**src/rtl/fetch_unit.sv**
```systemverilog
// RV32I instruction-fetch stage: owns the PC, issues single-outstanding imem
// requests and buffers returned words in a small FIFO toward decode.
//   state   | meaning
//   S_IDLE  | one cycle after reset release
//   S_FETCH | request pending at pc_reg
//   S_FULL  | FIFO full, no request
//   S_DROP  | waiting to absorb ack of an abandoned request
//   S_HALT  | stopped on a misaligned target
module fetch_unit #(
  parameter logic [31:0] RESET_PC = 32'h0000_0000,
  parameter int          QDEPTH   = 2
) (
  input  logic        clk_in,
  input  logic        rst_in,
  input  logic [31:0] next_pc_in,
  input  logic        redirect_in,
  input  logic        misaligned_instr_in,
  output logic [31:0] pc_out,
  output logic        imem_req_out,
  output logic [31:0] imem_addr_out,
  input  logic        imem_ack_in,
  input  logic [31:0] imem_rdata_in,
  output logic        instr_valid_out,
  input  logic        instr_ready_in,
  output logic [31:0] instr_out,
  output logic [31:0] instr_pc_out,
  output logic        misaligned_out
);

  localparam int PW = (QDEPTH > 1) ? $clog2(QDEPTH) : 1;
  localparam int CW = PW + 1;
  localparam logic [CW-1:0] QFULL = CW'(QDEPTH);

  typedef enum logic [2:0] {S_IDLE, S_FETCH, S_FULL, S_DROP, S_HALT} state_t;

  state_t        state, state_nxt;
  logic [31:0]   pc_reg, pc_nxt;
  logic          halt_pend, halt_pend_nxt;
  logic [31:0]   q_pc   [QDEPTH];
  logic [31:0]   q_data [QDEPTH];
  logic [PW-1:0] wr_ptr, rd_ptr;
  logic [CW-1:0] count, count_nxt;
  logic          push, pop, flush, pending;

  always_comb begin
    pending = (state == S_FETCH) || (state == S_DROP) || ((state == S_HALT) && halt_pend);
    flush   = redirect_in;
    pop     = (count != '0) && instr_ready_in;
    push    = (state == S_FETCH) && imem_ack_in && !redirect_in && ((count < QFULL) || pop);

    count_nxt = count;
    if (flush)              count_nxt = '0;
    else if (push && !pop)  count_nxt = count + CW'(1);
    else if (pop && !push)  count_nxt = count - CW'(1);

    state_nxt     = state;
    pc_nxt        = pc_reg;
    halt_pend_nxt = halt_pend;
    if (redirect_in) begin
      pc_nxt = next_pc_in;
      if (misaligned_instr_in) begin
        state_nxt     = S_HALT;
        halt_pend_nxt = pending && !imem_ack_in;
      end else if (pending && !imem_ack_in) begin
        state_nxt     = S_DROP;
        halt_pend_nxt = 1'b0;
      end else begin
        state_nxt     = S_FETCH;
        halt_pend_nxt = 1'b0;
      end
    end else begin
      case (state)
        S_IDLE:  state_nxt = S_FETCH;
        S_FETCH: begin
          if (push) begin
            pc_nxt = next_pc_in;
            if (count_nxt == QFULL) state_nxt = S_FULL;
          end
        end
        S_FULL:  if (pop) state_nxt = S_FETCH;
        S_DROP:  if (imem_ack_in) state_nxt = S_FETCH;
        S_HALT:  if (halt_pend && imem_ack_in) halt_pend_nxt = 1'b0;
        default: state_nxt = S_IDLE;
      endcase
    end
  end

  always_ff @(posedge clk_in or posedge rst_in) begin
    if (rst_in) begin
      state     <= S_IDLE;
      pc_reg    <= RESET_PC;
      halt_pend <= 1'b0;
      count     <= '0;
      wr_ptr    <= '0;
      rd_ptr    <= '0;
      for (int i = 0; i < QDEPTH; i++) begin
        q_pc[i]   <= '0;
        q_data[i] <= '0;
      end
    end else begin
      state     <= state_nxt;
      pc_reg    <= pc_nxt;
      halt_pend <= halt_pend_nxt;
      count     <= count_nxt;
      if (flush) begin
        wr_ptr <= '0;
        rd_ptr <= '0;
      end else begin
        if (push) begin
          q_pc[wr_ptr]   <= pc_reg;
          q_data[wr_ptr] <= imem_rdata_in;
          wr_ptr         <= wr_ptr + PW'(1);
        end
        if (pop) rd_ptr <= rd_ptr + PW'(1);
      end
    end
  end

  assign pc_out          = pc_reg;
  assign imem_req_out    = (state == S_FETCH);
  assign imem_addr_out   = pc_reg;
  assign instr_valid_out = (count != '0);
  assign instr_out       = instr_valid_out ? q_data[rd_ptr] : '0;
  assign instr_pc_out    = instr_valid_out ? q_pc[rd_ptr] : '0;
  assign misaligned_out  = (state == S_HALT);

endmodule

```
**config.mk**
```make
export PLATFORM = sky130hd
export DESIGN_NAME = fetch_unit
export DESIGN_NICKNAME = d
export VERILOG_FILES = /design/src/rtl/fetch_unit.sv
export SDC_FILE = /design/constraint.sdc
export NUM_CORES = 1
export LEC_CHECK = 0
export CORE_UTILIZATION = 50
export DETAILED_ROUTE_END_ITERATION = 16
export MAX_ROUTING_LAYER = met4
export PLACE_DENSITY = 0.78
export SKIP_CTS_REPAIR_TIMING = 1
export SLEW_MARGIN = 40
export SYNTH_ARGS = -nofsm -noshare
export SYNTH_HDL_FRONTEND = slang
export SYNTH_SLANG_ARGS = --single-unit
```
**constraint.sdc**
```tcl
create_clock -name clk_in -period 6.2 [get_ports clk_in]
set_input_delay 1.24 -clock clk_in [delete_from_list [all_inputs] [get_ports clk_in]]
set_output_delay 1.24 -clock clk_in [all_outputs]
set_load 0.01 [all_outputs]
```
# Yosys cells after proc, flatten, opt, wreduce, memory -nomap -nowiden
# Cells that the tools add are included.
[op_classes]
n_addsub = 4
magnitude_cmp = 4
eq_ne = 10
n_mux = 34
bitwise = 3
n_reduce_logical = 28
[ops]
columns = ["operator", "count"]
rows = [
  ["2-to-1 mux 32 bit", 12],
  ["bitwise mux 64 bit", 2],
  ["demux 32 bit (select 1 bit)", 1],
  ["2-to-1 mux 3 bit", 6],
  ["case mux 3 bit (5 select lines)", 1],
  ["nonzero test 2 bit", 6],
  ["logical AND 1 bit", 10],
  ["2-to-1 mux 1 bit", 8],
  ["2-to-1 mux 2 bit", 4],
  ["== test 3 x 2 -> 1 bit, second input constant", 2],
  ["!= test 3 x 2 -> 1 bit, second input constant", 2],
  ["!= test 3 bit, second input constant", 2],
  ["AND reduction 2 bit", 3],
  ["AND reduction 5 bit", 1],
  [">= comparator 2 bit, second input constant", 2],
  ["zero test 1 bit", 4],
  ["NOT 1 -> 2 bit", 2],
  ["== test 3 x 1 -> 1 bit, second input constant", 1],
  ["== test 3 bit, second input constant", 1],
  ["zero test 3 bit", 1],
  ["logical OR 1 bit", 3],
  ["adder 1 bit, second input constant", 2],
  ["adder 2 x 1 -> 2 bit, second input constant", 1],
  ["== test 2 bit, second input constant", 1],
  ["5 further kinds", 5],
]
[totals]
ff_bits = 168
in_bits = 70
output_inout_bits = 131
elab_cells = 93

# Depth between registers and ports, before layout
[logic_depth]
ltp_word = 14
depth_mapped = 8
depth_no_buf = 7

# Worst setup path before layout
# Ideal clock, no wire load.
[synth_timing]
path_type = "input-to-reg"
start = "in instr_ready_in"
end = "reg q_pc[32] in the netlist's numbering"
arrival_time_ns = 2.534
required_time_ns = 6.072
path_slack_ns = 3.539
stages = 6
path_buffers = 2
cell_sequence = "nor2b_1 o211ai_4 nor3_2 buf_4 buf_6 mux2_1"
[synth_via]
elab_chain_cells = 4
[synth_rtl]
columns = ["element", "line_no", "source"]
rows = [
  ["start, declared", "24", "input logic instr_ready_in,"],
  ["logical AND 1 bit", "48", "pop = (count != '0) && instr_ready_in;"],
  ["logical OR 1 bit", "49", "push = (state == S_FETCH) && imem_ack_in && !redirect_in && ((count < QFULL) || pop);"],
  ["logical AND 1 bit", "49", ""],
  ["AND reduction 2 bit (no line)", "-", ""],
  ["end signal, assigned by index", "110", "q_pc[wr_ptr] <= pc_reg;"],
  ["end, declared", "39", "logic [31:0] q_pc [QDEPTH];"],
]
# Every way passes these cells.
# A chain may end at the register's enable or synchronous reset.

# Worst setup path in the final report
[layout_timing]
start = "reg count[1]"
end = "out instr_pc_out[1]"
[layout_via]
elab_chain_cells = 2
[layout_rtl]
columns = ["element", "line_no", "source"]
rows = [
  ["start, declared", "42", "logic [CW-1:0] count, count_nxt;"],
  ["start signal, assigned", "104", "count <= count_nxt;"],
  ["nonzero test 2 bit", "122", "assign instr_valid_out = (count != '0);"],
  ["2-to-1 mux 32 bit", "124", "assign instr_pc_out = instr_valid_out ? q_pc[rd_ptr] : '0;"],
  ["end, declared", "26", "output logic [31:0] instr_pc_out,"],
]
# Every way passes these cells.

==> flow_metrics.tcl <==
set metrics [dict create \
    outcome "finished clean" \
    grt_overflow_total 0 \
    crit_path_top_delay_cell "ha_4" \
    initial_core_util_pct 51.0 \
    cts-htree-levels 4 \
    ys.warnings.count 0 \
    detailedPlacementHpwl_mm 11.3 \
    worstSetupStartpointType "flip-flop" \
    place.gp.congestion 0.880 \
    detailedRoute.firstIterationViolations 171 \
    numCtsBuffers 17 \
    detail_route.first_pass.iterations 4 \
    fp.dieH_um 129 \
    tritoncts "yes" \
    place.port_buffers 200 \
    fin_nets 804 \
    num_antenna_cells 0 \
    largest_net_degree_at_the_start_of_global_routing 64 \
    cpPeakStageDelay_ns 0.53 \
    post-route-period-util_pct 61.2 \
    max_cap_violations 0 \
    path_delay_family "buffers and inverters" \
    synth_top_area_share_pct 52.3 \
    yosys_register_bits 168 \
    worstReg2RegEnd "q_pc[29]" \
    rrSetupSlack_ns 2.76 \
    synth-edff-count 0 \
    cp.arrival_ns 2.56 \
    clock_sinks 168 \
    grt_pass1_wl_mm 27.3 \
    worst_setup_path_endpoint "instr_pc_out[1]" \
    criticalPathCategory "reg -> out" \
    main_area_contributors_after_synthesis "dfrtp_1 52%, mux2_4 17%, mux2i_1 8.1%" \
    dominantRegCellSynth "dfrtp_1" \
    ir_worst_vdd_mv 0.214 \
    detail_route.vias_per_cell 5.13 \
    ioPinCount 201 \
    hold_violations 0 \
    clk_latency_ns 0.42 \
    cp_num_cells 5 \
    antenna_found_initial 0 \
    worst_slew_margin_rel_pct 51.9 \
    num_rows 46 \
    synthesis.nets 641 \
    total_routed_wirelength_mm 16.9 \
    core_sq_um 15800 \
    die_outline_area_sq_um 16600 \
    cp-end-kind "primary output" \
    avgSynthCellArea_sq_um 14.1 \
    worstPathBufferInverterCount 3 \
    critical_r2r_launch "count[1]" \
    report.final.slew_viol_count 0 \
    cts_root_buffer "clkbuf_16" \
    ff2ff_path_depth 8 \
    path_clk_slew_ns 0.06 \
    non_filler_instances 960 \
    area_delta_synth_final_pct 31.2 \
    critical_path_peak_fanout 44 \
    setup_repair_after_global_routing_missed_its_margin "no" \
    synth_cells 570 \
    wl_per_cell_um 17.6 \
    fmaxAchievable_ghz 0.263 \
    synthArstFlopShare_pct 100 \
    die_w_um 129 \
    final_core_util_pct 66.9 \
    ys_types 36 \
    clock-skew-final_ns 0.00794 \
    first_global_vias 5224 \
    timing.critical_path.required_ns 4.96 \
    synth_largest_area_cell "dfrtp_1" \
    post-synth-top-count-cell "dfrtp_1" \
    worst_slew_pin_slew_ns 0.720 \
    total_leakage_power_uw 0.00470 \
    placed_cells_incl_taps 930 \
    crit_path_cell_trace "inv_1, ha_4, buf_4, nor2_1, clkdlybuf4s50_1" \
    ys_top_cells_by_count "168 x dfrtp_1, 89 x mux2_4, 67 x nor2_1" \
    post_route_cells_drive_above_1_share_pct 21.2 \
    route.detailed.drc 0 \
    synth_sequential_area_ratio_pct 52.3 \
    hold_class "reg -> reg" \
    min_period_ns 3.80 \
    final_antenna_net_count 0 \
    pwr_density_cell_nw_per_um2 461 \
    global_route_usage_sum_pct 22.1 \
    finalSetupTns_ns 0 \
    vias 4926 \
    setup_viol 0 \
    synth.cell_area_sq_um 8040 \
    startpoint "count[1]" \
    ctsLongestPathBuffers 2 \
]
## how the worst min path moves through the flow
stage | from | endpoint | slack [ns] | cells past startpoint
after floorplan | q_data[32] | q_data[32] | 0.46 | 1
after detailed placement | q_pc[38] | q_pc[38] | 0.47 | 1
final | q_data[36] | q_data[36] | 0.48 | 1
after CTS | q_pc[38] | q_pc[38] | 0.49 | 1
after global routing | q_data[51] | q_data[51] | 0.50 | 1
after global placement | q_data[51] | q_data[51] | 0.47 | 1
## metrics by stage
step | power (uW) | instance area, sq um | setup slack [ns] | hold slack, ns
2_1_floorplan | 2940 | 8040 | 0.413 | 0.457
3_3_place_gp | 3710 | 9900 | 2.24 | 0.466
3_5_place_dp | 3820 | 9950 | 2.21 | 0.474
4_1_cts | 4920 | 10600 | 2.36 | 0.488
5_1_grt | 5150 | 10600 | 2.25 | 0.498
6_report | 4870 | 10600 | 2.40 | 0.484
## where the power goes
group          total, uW  leakage (uW)  switching, uW  internal [uW]
Sequential          1780       0.00209            278           1500
Combinational       2010       0.00231            838           1170
Clock               1080      0.000296            405            673
Total               4870       0.00470           1520           3350
## logic make-up after synthesis
group                      after synthesis  share of synthesized area [%]
xor gates and xnor gates                 3                          0.327
AOI/OAI and AO/OA                       17                           1.68
adders and majority gates                1                          0.156
muxes                                  225                           34.6
and+or+nand+nor                         84                           4.59
DFF                                    168                           52.3
buffers and inverters                   72                           6.35
## registers in the layout, indices dropped and copies added (netlist names)
register and flops:
q_data 64, q_pc 64, imem_addr_out 32, state 3, count 2, halt_pend 1, rd_ptr 1, wr_ptr 1
## cells in the final DEF (no fill, tap or decap), types with 2 or more instances in the layout
cell             Yosys  layout
buf_4               33       6
nor4_1               2       2
nor2b_1              2       2
bufinv_16            0       3
clkdlybuf4s50_1      0     200
clkinv_2             0       2
a21oi_1              6       6
mux2_1              49      49
o22ai_1              2       2
nand2_1              4       4
clkbuf_8             0       4
clkbuf_1             8       2
xnor2_1              3       3
mux2_2              22      22
inv_6                0       2
mux2i_1             65      65
inv_1                8       7
dfrtp_1            168     167
mux2_4              89      89
buf_12               0       2
clkbuf_16            0      17
nor2_1              67      67
o21ai_0              2       2
## area by class of cell
cell class                      count  area, sq um
Sequential cell                   168         4210
Multi-Input combinational cell    330         3350
Clock inverter                      7          116
Tap cell                          216          270
Fill cell                        1137         5220
Timing Repair Buffer              208         2090
Inverter                            8         35.0
Clock buffer                       23          488
## layer usage
metal | wire, um | GRT usage [%] | vias to the layer above
li1 | - | - | 2257
met1 | 7340 | 27.8 | 2488
met2 | 8500 | 35.4 | 154
met3 | 751 | 4.32 | 27
met4 | 315 | 8.30 | 0
met5 | 0 | - | -
Note: power is estimated with default switching activity, not from simulation.
